File: src/rtl/do_tan_so_ena_if.sv
// Bus bundle for the enable-pulse frequency meter: run/stimulus toward the meter,
// measurement results (freq, valid, ovf, sw_code, match) back from it.
interface do_tan_so_ena_if #(
    parameter int CNT_W = 10
);
    logic             run;
    logic             ena_in;
    logic [CNT_W-1:0] freq;
    logic             valid;
    logic             ovf;
    logic [1:0]       sw_code;
    logic             match;

    modport master (output run, ena_in, input  freq, valid, ovf, sw_code, match);
    modport slave  (input  run, ena_in, output freq, valid, ovf, sw_code, match);
endinterface

File: src/rtl/do_tan_so_ena.sv
// Enable-pulse frequency meter: counts ena_in rising edges per gate window and classifies the rate.
// Optional classification (sw_code/match) is built only when DO_TAN_SO_CLASSIFY_EN is defined.
module do_tan_so_ena #(
    parameter int GATE_CYCLES = 50_000_000,
    parameter int CNT_W       = 10,
    parameter int TOL         = 1
) (
    input  logic           ckht,
    input  logic           rst_n,
    do_tan_so_ena_if.slave bus
);
    localparam int               GW        = (GATE_CYCLES > 1) ? $clog2(GATE_CYCLES) : 1;
    localparam logic [GW-1:0]    GATE_LAST = GW'(GATE_CYCLES - 1);
    localparam logic [CNT_W-1:0] CNT_MAX   = '1;

    if (GATE_CYCLES < 2 || TOL < 0 || CNT_W < 1 || CNT_W > 31) begin : g_bad_params
        $error("do_tan_so_ena: unsupported parameter set");
    end

    typedef enum logic {IDLE, MEASURE} state_t;

    state_t           state, state_nx;
    logic [GW-1:0]    gate_q, gate_d;
    logic [CNT_W-1:0] cnt_q, cnt_d, cnt_inc;
    logic             sat_q, sat_d, sat_inc;
    logic             ena_d;
    logic             edge_seen;
    logic             load;

    assign edge_seen = bus.ena_in & ~ena_d;

    // Count and saturation flag as they stand after this cycle's edge, so an
    // edge on the last gate cycle still lands in the window being closed.
    assign cnt_inc = (edge_seen && cnt_q != CNT_MAX) ? cnt_q + CNT_W'(1) : cnt_q;
    assign sat_inc = sat_q | (edge_seen & (cnt_q == CNT_MAX));

    always_comb begin
        // NOTE: every signal gets a default before the case, otherwise a missed branch infers a latch.
        state_nx = state;
        gate_d   = gate_q;
        cnt_d    = cnt_q;
        sat_d    = sat_q;
        load     = 1'b0;
        case (state)
            IDLE: begin
                gate_d = '0;
                cnt_d  = '0;
                sat_d  = 1'b0;
                if (bus.run) state_nx = MEASURE;
            end
            MEASURE: begin
                if (!bus.run) begin
                    // Abort wins over a coinciding end of window.
                    state_nx = IDLE;
                    gate_d   = '0;
                    cnt_d    = '0;
                    sat_d    = 1'b0;
                end else if (gate_q == GATE_LAST) begin
                    load   = 1'b1;
                    gate_d = '0;
                    cnt_d  = '0;
                    sat_d  = 1'b0;
                end else begin
                    gate_d = gate_q + GW'(1);
                    cnt_d  = cnt_inc;
                    sat_d  = sat_inc;
                end
            end
            default: state_nx = IDLE;
        endcase
    end

    // NOTE: sequential state uses non-blocking assignments so every register samples pre-edge values.
    always_ff @(posedge ckht or negedge rst_n) begin
        if (!rst_n) begin
            state     <= IDLE;
            gate_q    <= '0;
            cnt_q     <= '0;
            sat_q     <= 1'b0;
            ena_d     <= 1'b0;
            bus.freq  <= '0;
            bus.ovf   <= 1'b0;
            bus.valid <= 1'b0;
        end else begin
            state     <= state_nx;
            gate_q    <= gate_d;
            cnt_q     <= cnt_d;
            sat_q     <= sat_d;
            ena_d     <= bus.ena_in;
            bus.valid <= load;
            if (load) begin
                bus.freq <= cnt_inc;
                bus.ovf  <= sat_inc;
            end
        end
    end

`ifdef DO_TAN_SO_CLASSIFY_EN
    logic [31:0] f32, nominal, dev;
    logic [1:0]  code_nx;
    logic        match_nx;

    always_comb begin
        f32     = 32'(cnt_inc);
        code_nx = 2'b11;
        nominal = 32'd100;
        if (f32 < 32'd11) begin
            code_nx = 2'b00;
            nominal = 32'd1;
        end else if (f32 < 32'd35) begin
            code_nx = 2'b01;
            nominal = 32'd20;
        end else if (f32 < 32'd75) begin
            code_nx = 2'b10;
            nominal = 32'd50;
        end
        dev      = (f32 >= nominal) ? f32 - nominal : nominal - f32;
        match_nx = (dev <= 32'(TOL));
    end

    always_ff @(posedge ckht or negedge rst_n) begin
        if (!rst_n) begin
            bus.sw_code <= 2'b00;
            bus.match   <= 1'b0;
        end else if (load) begin
            bus.sw_code <= code_nx;
            bus.match   <= match_nx;
        end
    end
`else
    assign bus.sw_code = 2'b00;
    assign bus.match   = 1'b0;
`endif
endmodule

File: src/flat_wrapper.sv
// flat-port wrapper written by rule: the top's interface ports become plain ports
module do_tan_so_ena_flat 
#(
    parameter int GATE_CYCLES = 50_000_000,
    parameter int CNT_W       = 10,
    parameter int TOL         = 1
)
  (ckht, rst_n, bus_run, bus_ena_in, bus_freq, bus_valid, bus_ovf, bus_sw_code, bus_match);
  do_tan_so_ena_if #(.CNT_W(CNT_W)) bus_i ();
  input  logic ckht;
  input  logic rst_n;
  input wire logic [$bits(bus_i.run)-1:0] bus_run;
  input wire logic [$bits(bus_i.ena_in)-1:0] bus_ena_in;
  output wire logic [$bits(bus_i.freq)-1:0] bus_freq;
  output wire logic [$bits(bus_i.valid)-1:0] bus_valid;
  output wire logic [$bits(bus_i.ovf)-1:0] bus_ovf;
  output wire logic [$bits(bus_i.sw_code)-1:0] bus_sw_code;
  output wire logic [$bits(bus_i.match)-1:0] bus_match;
  assign bus_i.run = bus_run;
  assign bus_i.ena_in = bus_ena_in;
  assign bus_freq = bus_i.freq;
  assign bus_valid = bus_i.valid;
  assign bus_ovf = bus_i.ovf;
  assign bus_sw_code = bus_i.sw_code;
  assign bus_match = bus_i.match;
  do_tan_so_ena #(.GATE_CYCLES(GATE_CYCLES), .CNT_W(CNT_W), .TOL(TOL)) u_core (.ckht(ckht), .rst_n(rst_n), .bus(bus_i));
endmodule
File: config.mk
export PLATFORM = sky130hd
export DESIGN_NAME = do_tan_so_ena_flat
export DESIGN_NICKNAME = d
export VERILOG_FILES = /design/src/rtl/do_tan_so_ena_if.sv /design/src/rtl/do_tan_so_ena.sv /design/src/flat_wrapper.sv
export SDC_FILE = /design/constraint.sdc
export NUM_CORES = 1
export LEC_CHECK = 0
export ABC_CLOCK_PERIOD_IN_PS = 1600
export CAP_MARGIN = 20
export CORE_AREA = 3 3 95 79
export DETAILED_ROUTE_END_ITERATION = 12
export DIE_AREA = 0 0 98 82
export DONT_BUFFER_PORTS = 1
export SYNTH_ARGS = -nofsm -noshare
export SYNTH_HDL_FRONTEND = slang
export SYNTH_SLANG_ARGS = --single-unit
export TNS_END_PERCENT = 10
File: constraint.sdc
create_clock -name ckht -period 1.6 [get_ports ckht]
set_input_delay 0.32 -clock ckht [delete_from_list [all_inputs] [get_ports ckht]]
set_output_delay 0.32 -clock ckht [all_outputs]
set_load 0.1 [all_outputs]
Word level (Yosys, flattened, before mapping) --
Cells that the tools add are included. Widths: inputs -> output; s select.
Storage, ports and cells: register bits after elaboration 51, latch bits 0, memory bits (writable) 0, ROM bits 0, bits of input ports 4, output and inout bits 15, word-level logic and storage cells 33, memories kept 0
Operators by class: add/sub/neg operators 2, multiply operators 0, div/mod/pow operators 0, order comparisons 0, equal/unequal tests 3, shift operators 0, mux-type cells 14, bitwise logic cells 5, reductions and logical operators 1
Operators with widths (count):
- $mux 26 | 2
- $pmux 26 s2 | 1
- $mux 10 | 3
- $add 26x1->26 const B | 1
- $eq 26x26->1 const B | 1
- $pmux 10 s2 | 1
- $add 10x1->10 const B | 1
- $eq 10x10->1 const B | 1
- $ne 10x10->1 const B | 1
- $mux 1 | 6
- $and 1x1->1 | 2
- $not 1->1 | 2
- $pmux 1 s2 | 1
- $logic_and 1x1->1 | 1
- $or 1x1->1 | 1

Logic depth before layout (Yosys ltp) --
depth in word-level cells 7, depth in mapped cells 7, depth with buffers taken out 5

Least setup slack after synthesis --
OpenSTA, ideal clock, no wires.
path type register to register, from reg u_core.gate_q[0], to reg u_core.gate_q[18], setup time 0.073 ns, data arrival time 1.611 ns, required time 1.527 ns, setup slack -0.084 ns, cell stages (with the launch flop) 7, path buffers 1, clock period less this slack 1.684 ns, path through dfrtp_1 -> ha_1 -> and3_1 -> buf_2 -> nand2_1 -> or4_4 -> a21oi_2
On the way: cells in the longest elaborated chain, start to end 4, elaborated cells between the ends (all ways) 5, those cells by class 1 x add/sub; 1 x eq/ne; 3 x mux
Ends and longest elaborated chain:
- from (decl) | RTL line do_tan_so_ena.sv:23 | logic [GW-1:0] gate_q, gate_d;
- from (signal assigned) | RTL line do_tan_so_ena.sv:86 | gate_q <= gate_d;
- $add 26x1->26 / $eq 26x26->1 (equally long branches) | RTL line do_tan_so_ena.sv:64, do_tan_so_ena.sv:58
- $mux 26 (*) | RTL line do_tan_so_ena.sv:58 | end else if (gate_q == GATE_LAST) begin
- $mux 26 (*) | RTL line do_tan_so_ena.sv:52 | if (!bus.run) begin
- $pmux 26 s2 (*) | RTL line do_tan_so_ena.sv:44 | case (state)
- named net u_core.gate_d[18] | RTL line do_tan_so_ena.sv:23
The timed path passes the listed nets; every way through them passes the cells marked *. A chain may end at the register's enable or synchronous reset.

Final worst setup path --
from reg u_core.gate_q[1], to reg u_core.bus.freq[6]
On the way: cells in the longest elaborated chain, start to end 4
Ends and longest elaborated chain:
- $eq 26x26->1 | RTL line do_tan_so_ena.sv:58
- $mux 1 | RTL line do_tan_so_ena.sv:58
- $mux 1 | RTL line do_tan_so_ena.sv:52
- $mux 1 | RTL line do_tan_so_ena.sv:44
- to (signal assigned) | RTL line do_tan_so_ena.sv:92 | bus.freq <= cnt_inc;
- to (decl) | RTL line do_tan_so_ena_if.sv:15 | modport slave (input run, ena_in, output freq, valid, ovf, sw_code, match);
Every way passes these cells.

==> flow_results.xml <==
<?xml version="1.0" encoding="UTF-8"?>
<metrics>
  <group name="final_layout">
    <metric name="final_cell_mix" unit="">sky130_fd_sc_hd__buf_4 (56), sky130_fd_sc_hd__dfrtp_1 (49), sky130_fd_sc_hd__nor2_1 (25), sky130_fd_sc_hd__inv_1 (16), sky130_fd_sc_hd__nand3_1 (14)</metric>
    <metric name="diodes" unit="">0</metric>
    <metric name="layout.cells.most_common" unit="">sky130_fd_sc_hd__buf_4</metric>
    <metric name="syn2layout_area_growth" unit="%">26.7</metric>
    <metric name="layout-drive-gt1-share" unit="%">33.0</metric>
    <metric name="layout.core_utilization" unit="%">49.1</metric>
    <metric name="fin_nets" unit="">312</metric>
  </group>
  <group name="floorplanning">
    <metric name="chipHeight" unit="um">82</metric>
    <metric name="initial_utilization" unit="%">38.7</metric>
    <metric name="design.die.area" unit="um^2">8040</metric>
    <metric name="placementRows" unit="">27</metric>
    <metric name="floorplan.core_area" unit="um^2">6720</metric>
    <metric name="floorplan.io_pins" unit="">19</metric>
    <metric name="die_x" unit="um">98</metric>
  </group>
  <group name="worst_setup_path">
    <metric name="critical_path_buf_inv_count" unit="">2</metric>
    <metric name="crit_cells" unit="">7</metric>
    <metric name="crit_fanout" unit="">5</metric>
    <metric name="crit_type" unit="">flip-flop to flip-flop</metric>
    <metric name="cp.required" unit="ns">1.78</metric>
    <metric name="depth_of_the_most_critical_reg_to_reg_path" unit="">7</metric>
    <metric name="worst_path_dominant_cell_family" unit="">simple AND/OR/NAND/NOR gates</metric>
    <metric name="timing.critical_path.slowest_stage_cell" unit="">sky130_fd_sc_hd__dfrtp_1</metric>
    <metric name="worstPathArrival" unit="ns">1.80</metric>
    <metric name="critical_path.startpoint_type" unit="">flip-flop</metric>
    <metric name="cpPeakStageDelay" unit="ns">0.41</metric>
    <metric name="worstSetupEndpointType" unit="">flip-flop</metric>
    <metric name="worst_path_most_repeated_cell" unit="">sky130_fd_sc_hd__buf_6</metric>
    <metric name="worstPathCellList" unit="">ha_4 -&gt; nand3_2 -&gt; nor4b_4 -&gt; nand4_1 -&gt; buf_6 -&gt; buf_6 -&gt; mux2i_1</metric>
  </group>
  <group name="route">
    <metric name="detail_route.vias_per_cell" unit="">5.12</metric>
    <metric name="routed_wirelength" unit="um">5560</metric>
    <metric name="routedWlPerCell" unit="um">14.1</metric>
    <metric name="drt_pass_1_iters" unit="">4</metric>
    <metric name="drt.antenna.violating_nets" unit="">0</metric>
    <metric name="detail_route.drc_violations" unit="">0</metric>
    <metric name="iter_0_drt_violations" unit="">89</metric>
    <metric name="routed-via-count" unit="">2012</metric>
  </group>
  <group name="clocking">
    <metric name="cts.clk_slew.worst_paths" unit="ns">0.09</metric>
    <metric name="clk-insertion-delay-late" unit="ns">0.30</metric>
    <metric name="cts_tree" unit="">yes</metric>
    <metric name="ctsRootBufferMaster" unit="">sky130_fd_sc_hd__clkbuf_8</metric>
    <metric name="cts-buffers-inserted" unit="">5</metric>
    <metric name="max_h_tree_level" unit="">2</metric>
    <metric name="clock_sinks" unit="">51</metric>
    <metric name="largest_buffer_count_on_any_clock_path" unit="">2</metric>
  </group>
  <group name="timing">
    <metric name="fmax" unit="GHz">0.615</metric>
    <metric name="final_critical_delay_including_setup_and_external_delays" unit="ns">1.62</metric>
    <metric name="grt_setup_unrepaired" unit="">true</metric>
    <metric name="min_period_over_period" unit="%">102</metric>
    <metric name="final_tns_setup" unit="ns">-0.116</metric>
    <metric name="report.final.slew_viol_count" unit="">0</metric>
    <metric name="finalSetupViolations" unit="">8</metric>
    <metric name="fin_skew" unit="ns">0.00418</metric>
    <metric name="hold_viol" unit="">0</metric>
    <metric name="worst_slack" unit="ns">-0.0247</metric>
  </group>
  <group name="pwr">
    <metric name="vdd_drop_max" unit="V">0.000327</metric>
    <metric name="power.combinational.fraction" unit="%">5.0</metric>
    <metric name="internal_power" unit="W">0.00178</metric>
    <metric name="clock_network_power_share" unit="%">38.2</metric>
    <metric name="switching_share_of_power" unit="%">22.1</metric>
    <metric name="power-per-cell-area" unit="nW/um^2">693</metric>
    <metric name="sequential_share_of_power" unit="%">56.8</metric>
    <metric name="total_switching_power" unit="W">0.000504</metric>
    <metric name="power.static_leakage" unit="nW">1.57</metric>
  </group>
  <group name="status">
    <metric name="result_of_the_run" unit="">finished with violations</metric>
    <metric name="failed_checks" unit="">setup timing</metric>
  </group>
  <group name="hold_path">
    <metric name="hold_path_depth" unit="">0</metric>
    <metric name="hold_class" unit="">primary input to flip-flop</metric>
  </group>
  <group name="global_routing">
    <metric name="grt_pass1_vias" unit="">2029</metric>
    <metric name="maximum_number_of_pins_on_one_net_before_global_route_repair" unit="">52</metric>
    <metric name="global_route.usage.total" unit="%">15.2</metric>
    <metric name="antenna_violations_before_repair" unit="">0</metric>
    <metric name="grt_pass1_wl" unit="um">9790</metric>
    <metric name="globalRouteOverflowTotal" unit="">0</metric>
  </group>
  <group name="logic_synthesis">
    <metric name="synth-simple-area-share" unit="%">24.0</metric>
    <metric name="post_synth.cell_area_avg" unit="um^2">10.5</metric>
    <metric name="yosysUniqueCellTypes" unit="">44</metric>
    <metric name="muxShareOfSynthArea" unit="%">6.24</metric>
    <metric name="yosys.area.top_type_share" unit="%">49.0</metric>
    <metric name="yosys_register_bits" unit="">51</metric>
    <metric name="synth-xor-area-share" unit="%">4.37</metric>
    <metric name="netlist_instances" unit="">249</metric>
    <metric name="seq_area_frac_synth" unit="%">49.0</metric>
    <metric name="main_combinational_cell_family_by_area_after_synthesis" unit="">simple AND/OR/NAND/NOR gates</metric>
    <metric name="synth-compound-area-share" unit="%">9.65</metric>
    <metric name="mappedNetlistArea" unit="um^2">2600</metric>
    <metric name="post_synth_fa_ha_maj_area_fraction" unit="%">0.961</metric>
    <metric name="main_area_contributors_after_synthesis" unit="">sky130_fd_sc_hd__dfrtp_1 (49%), sky130_fd_sc_hd__mux2i_1 (5.4%), sky130_fd_sc_hd__nor2_1 (3.6%)</metric>
    <metric name="synth.largest_area_cell" unit="">sky130_fd_sc_hd__dfrtp_1</metric>
    <metric name="ys.warnings.count" unit="">0</metric>
  </group>
  <group name="placed_design">
    <metric name="hpwl_after_dpl" unit="um">3950</metric>
    <metric name="io_buffer_count" unit="">0</metric>
    <metric name="placement.setup.worst_slack" unit="ns">-0.202</metric>
    <metric name="gpl.final_weighted_congestion" unit="">0.813</metric>
  </group>
  <group name="job">
    <metric name="timing.max_cap.violations" unit="">0</metric>
  </group>
</metrics>
state kept, by name (all words and copies together) (netlist names):
name,flops
u_core.gate_q,26
u_core.bus.freq,10
u_core.cnt_q,10
u_core.bus.ovf,1
u_core.bus.valid,1
u_core.ena_d,1
u_core.sat_q,1
u_core.state,1
cell families after synthesis:
kind of cell,count (synthesis)
AO/OA/AOI/OAI,38
multiplexers,16
adder cells (fa/ha/maj),2
AND/OR/NAND/NOR,99
XOR/XNOR,13
buffers and inverters,29
other,1
flip-flops,51
worst reg2reg max path: cells and delay by family (launching register included):
| family | cells | cell delay (ns) |
|---|---|---|
| adders and majority gates | 1 | 0.17 |
| buffers and inverters | 2 | 0.30 |
| and+or+nand+nor | 3 | 0.49 |
| muxes | 1 | 0.12 |
| DFF | 1 | 0.41 |
cell type report:
class,count,area [um^2]
fillers,611,3420
flip-flops and latches,51,1280
multi-input cells,171,1260
repair buffers,61,492
well taps,87,109
clock buffers,6,72.6
inverters,16,60.1
clock inverters,1,30.0
power by group through the flow:
stage	clock network, W	registers (W)	logic, W
global route	0.000956	0.00130	0.000127
floorplan	0	0.00132	0.0000665
detailed placement	0	0.00132	0.0000734
CTS	0.000902	0.00130	0.000117
global placement	0	0.00132	0.0000735
finish	0.000875	0.00130	0.000114
per-stage QoR:
| step | cells | power [W] | hold slack (ns) | area (um^2) |
|---|---|---|---|---|
| 2_1_floorplan | 251 | 0.00139 | 0.0244 | 2640 |
| 3_3_place_gp | 375 | 0.00140 | 0.0259 | 3020 |
| 3_5_place_dp | 375 | 0.00140 | 0.0260 | 3020 |
| 4_1_cts | 390 | 0.00232 | 0.0292 | 3250 |
| 5_1_grt | 393 | 0.00238 | 0.0149 | 3300 |
| 6_report | 393 | 0.00229 | 0.0401 | 3300 |
metal layers:
metal	share of wire [%]	up-vias	routed length, um	GRT usage, %
li1	-	994	-	-
met1	49	989	2730	20.3
met2	46	24	2560	25.4
met3	3.6	5	198	3.06
met4	1.1	0	61	4.15
met5	0	-	0	0
synthesized netlist by cell type (all sizes together):
library cell / n
and4: 4
o31ai: 11
o21ba: 1
buf: 13
nor4: 1
dfrtp: 51
o311a: 1
mux2: 2
and3b: 1
nor2b: 5
nor2: 25
o21ai: 7
mux2i: 14
and3: 5
and2: 1
or4: 9
xnor2: 4
o41ai: 1
conb: 1
and4b: 1
nor4b: 2
a41o: 1
or3: 3
nand4: 9
or2: 1
nand3: 16
ha: 2
a21oi: 15
o2111ai: 1
nand2: 13
inv: 16
nor3: 2
nand4b: 1
xor2: 9
path summary, 6_finish.rpt:
| check | startpoint | end | slack [ns] |
|---|---|---|---|
| worst max register to register | u_core.gate_q[1] | u_core.bus.freq[6] | -0.02 |
| max in group asynchronous | rst_n | u_core.gate_q[0] | 0.83 |
| worst max-delay path | u_core.gate_q[1] | u_core.bus.freq[6] | -0.02 |
| worst min-delay path | bus_ena_in | u_core.ena_d | 0.04 |
| worst min register to register | u_core.sat_q | u_core.sat_q | 0.50 |
| min in group asynchronous | rst_n | u_core.gate_q[18] | 0.51 |
repair_timing:
action | 4_1_cts | 5_1_grt
endpoints found under the hold margin | 51 | 0
hold buffers | 2 | 0
resized for setup | 12 | 6
endpoints found under the setup margin | 48 | 47
setup buffers | 6 | 3
pin swaps | 7 | 4
Power figures use the tool's default switching activity.
==> edit: new RTL, same settings <==
Add a define of `DO_TAN_SO_CLASSIFY_EN`.
--- a/src/rtl/do_tan_so_ena.sv
+++ b/src/rtl/do_tan_so_ena.sv
@@ -1,4 +1,6 @@
 // Enable-pulse frequency meter: counts ena_in rising edges per gate window and classifies the rate.
 // Optional classification (sw_code/match) is built only when DO_TAN_SO_CLASSIFY_EN is defined.
+`define DO_TAN_SO_CLASSIFY_EN
+
 module do_tan_so_ena #(
     parameter int GATE_CYCLES = 50_000_000,
Function: same outputs for any inputs over 10 cycles, from zero or initial values and one cycle with rst_n low; that may be too few to reach the edited logic, so the function may still have changed.
==> edit against the unedited design <==
The flow still finishes with violations (setup timing); combinational power grew 140%; critical endpoint is now u_core.bus.match$_DFFE_PN0P_; worst hold slack lost 6.1 ps; critical path type unchanged; synthesized area grew 28%; fmax shrank 63%; total power grew 12%; setup slack lost 2700 ps; first-iteration DRC count grew 110%; sequential cell count grew 3; design area grew 54%; clock skew grew 13 ps; largest power group unchanged; wire length grew 74%; global-route usage grew 8.9 points; sequential share of layout area shrank 12 points.
==> edit: results (changes against the unedited design) <==
* Status: finished, violations left (unchanged)
* Failing checks: setup timing (unchanged)
* Initial DRC count at 189 (was 89)
* Gr usage total at 24.2% (was 15.2%)
* Final setup vio count at 50 (was 8)
* Met2 Routed Length at 4.28 mm (was 2.56 mm)
* Layout cell share with drive strength beyond 1 at 45.2% (was 33.0%)
* Final Instance Count excl. Fillers at 607 (was 393)
* Post-CTS setup buffer count at 3 (was 6)
* Met3 wire len at 536 µm (was 198 µm)
* Dpl ws at -2830 ps (was -202 ps)
* GPL Wtd Cong at 0.931 (was 0.813)
* Initial antenna violation count at 1 (was 0)
* Met2 Use GR at 36.1% (was 25.4%)
* Slowest cell on the critical path: dfrtp_2 (was dfrtp_1)
* DR top layer: met5 (was met4)
* Grt peak-use layer: met1 (was met2)
* Pleak at 2.46 nW (was 1.57 nW)
* Post-synth top cells: nor2_1, dfrtp_1, nand2_1 (was dfrtp_1, nor2_1, inv_1)
* Fillcell total at 472 (was 611)
* Placed insts at 590 (was 375)
* Post-CTS sizing at 57 (was 12)
* Peak supply drop at 0.000473 V (was 0.000327 V)
* Largest net degree at the start of global routing at 55 (was 52)
* Clk_skew at 17.1 ps (was 4.18 ps)
* Cell Area, Placed at 4590 µm² (was 3020 µm²)
* Global-route wire length before repair at 15.4 mm (was 9.79 mm)
* Final worst slack at -2750 ps (was -24.7 ps)
* Final Util at 75.6% (was 49.1%)
* Final setup TNS at -11840 ps (was -116 ps)
[edit: cell count changes in the layout (fill, tap and decap cells not counted), moves of 10 or more]
| cell | delta |
|---|---|
| buf_4 | +84 |
| ha_1 | +12 |
| o21ai_1 | +11 |
| nor2_1 | +27 |
| nand2_1 | +16 |
| mux2i_1 | -10 |
[edit: path summary, 6_finish.rpt]
check	slack (ps)	depth (start not counted)	endpoint	from
max	-2750	22	u_core.bus.match$_DFFE_PN0P_	u_core.cnt_q[0]$_DFF_PN0_
min in group asynchronous	530	2	u_core.gate_q[9]$_DFF_PN0_	rst_n
min reg2reg	510	2	u_core.sat_q$_DFF_PN0_	u_core.sat_q$_DFF_PN0_
min	30	0	u_core.state$_DFF_PN0_	bus_run
max reg2reg	-2750	22	u_core.bus.match$_DFFE_PN0P_	u_core.cnt_q[0]$_DFF_PN0_
max in group asynchronous	810	2	u_core.cnt_q[0]$_DFF_PN0_	rst_n
[edit: power breakdown]
part | internal [mW] | total, mW | leakage, nW | switching (mW)
Combinational | 0.130 | 0.269 | 1.66 | 0.140
Sequential | 1.37 | 1.37 | 0.747 | 0.00464
Clock | 0.469 | 0.915 | 0.0524 | 0.445
[edit: logic make-up after synthesis]
kind of cell | Yosys count | synth area share (%)
flops | 54 | 40.4
compound gates | 55 | 12.3
buf+inv | 27 | 3.18
mux | 6 | 1.87
fa+ha+maj | 18 | 7.19
xor+xnor | 34 | 9.36
simple gates | 172 | 25.6
[edit: cell type report]
class                   instances  share of cell area, %
repair buffers                156                   24.9
multi-input cells             285                   43.0
inverters                      17                   1.26
well taps                      87                   2.14
clock buffers                   7                   1.50
clock inverters                 1                  0.591
flip-flops and latches         54                   26.6
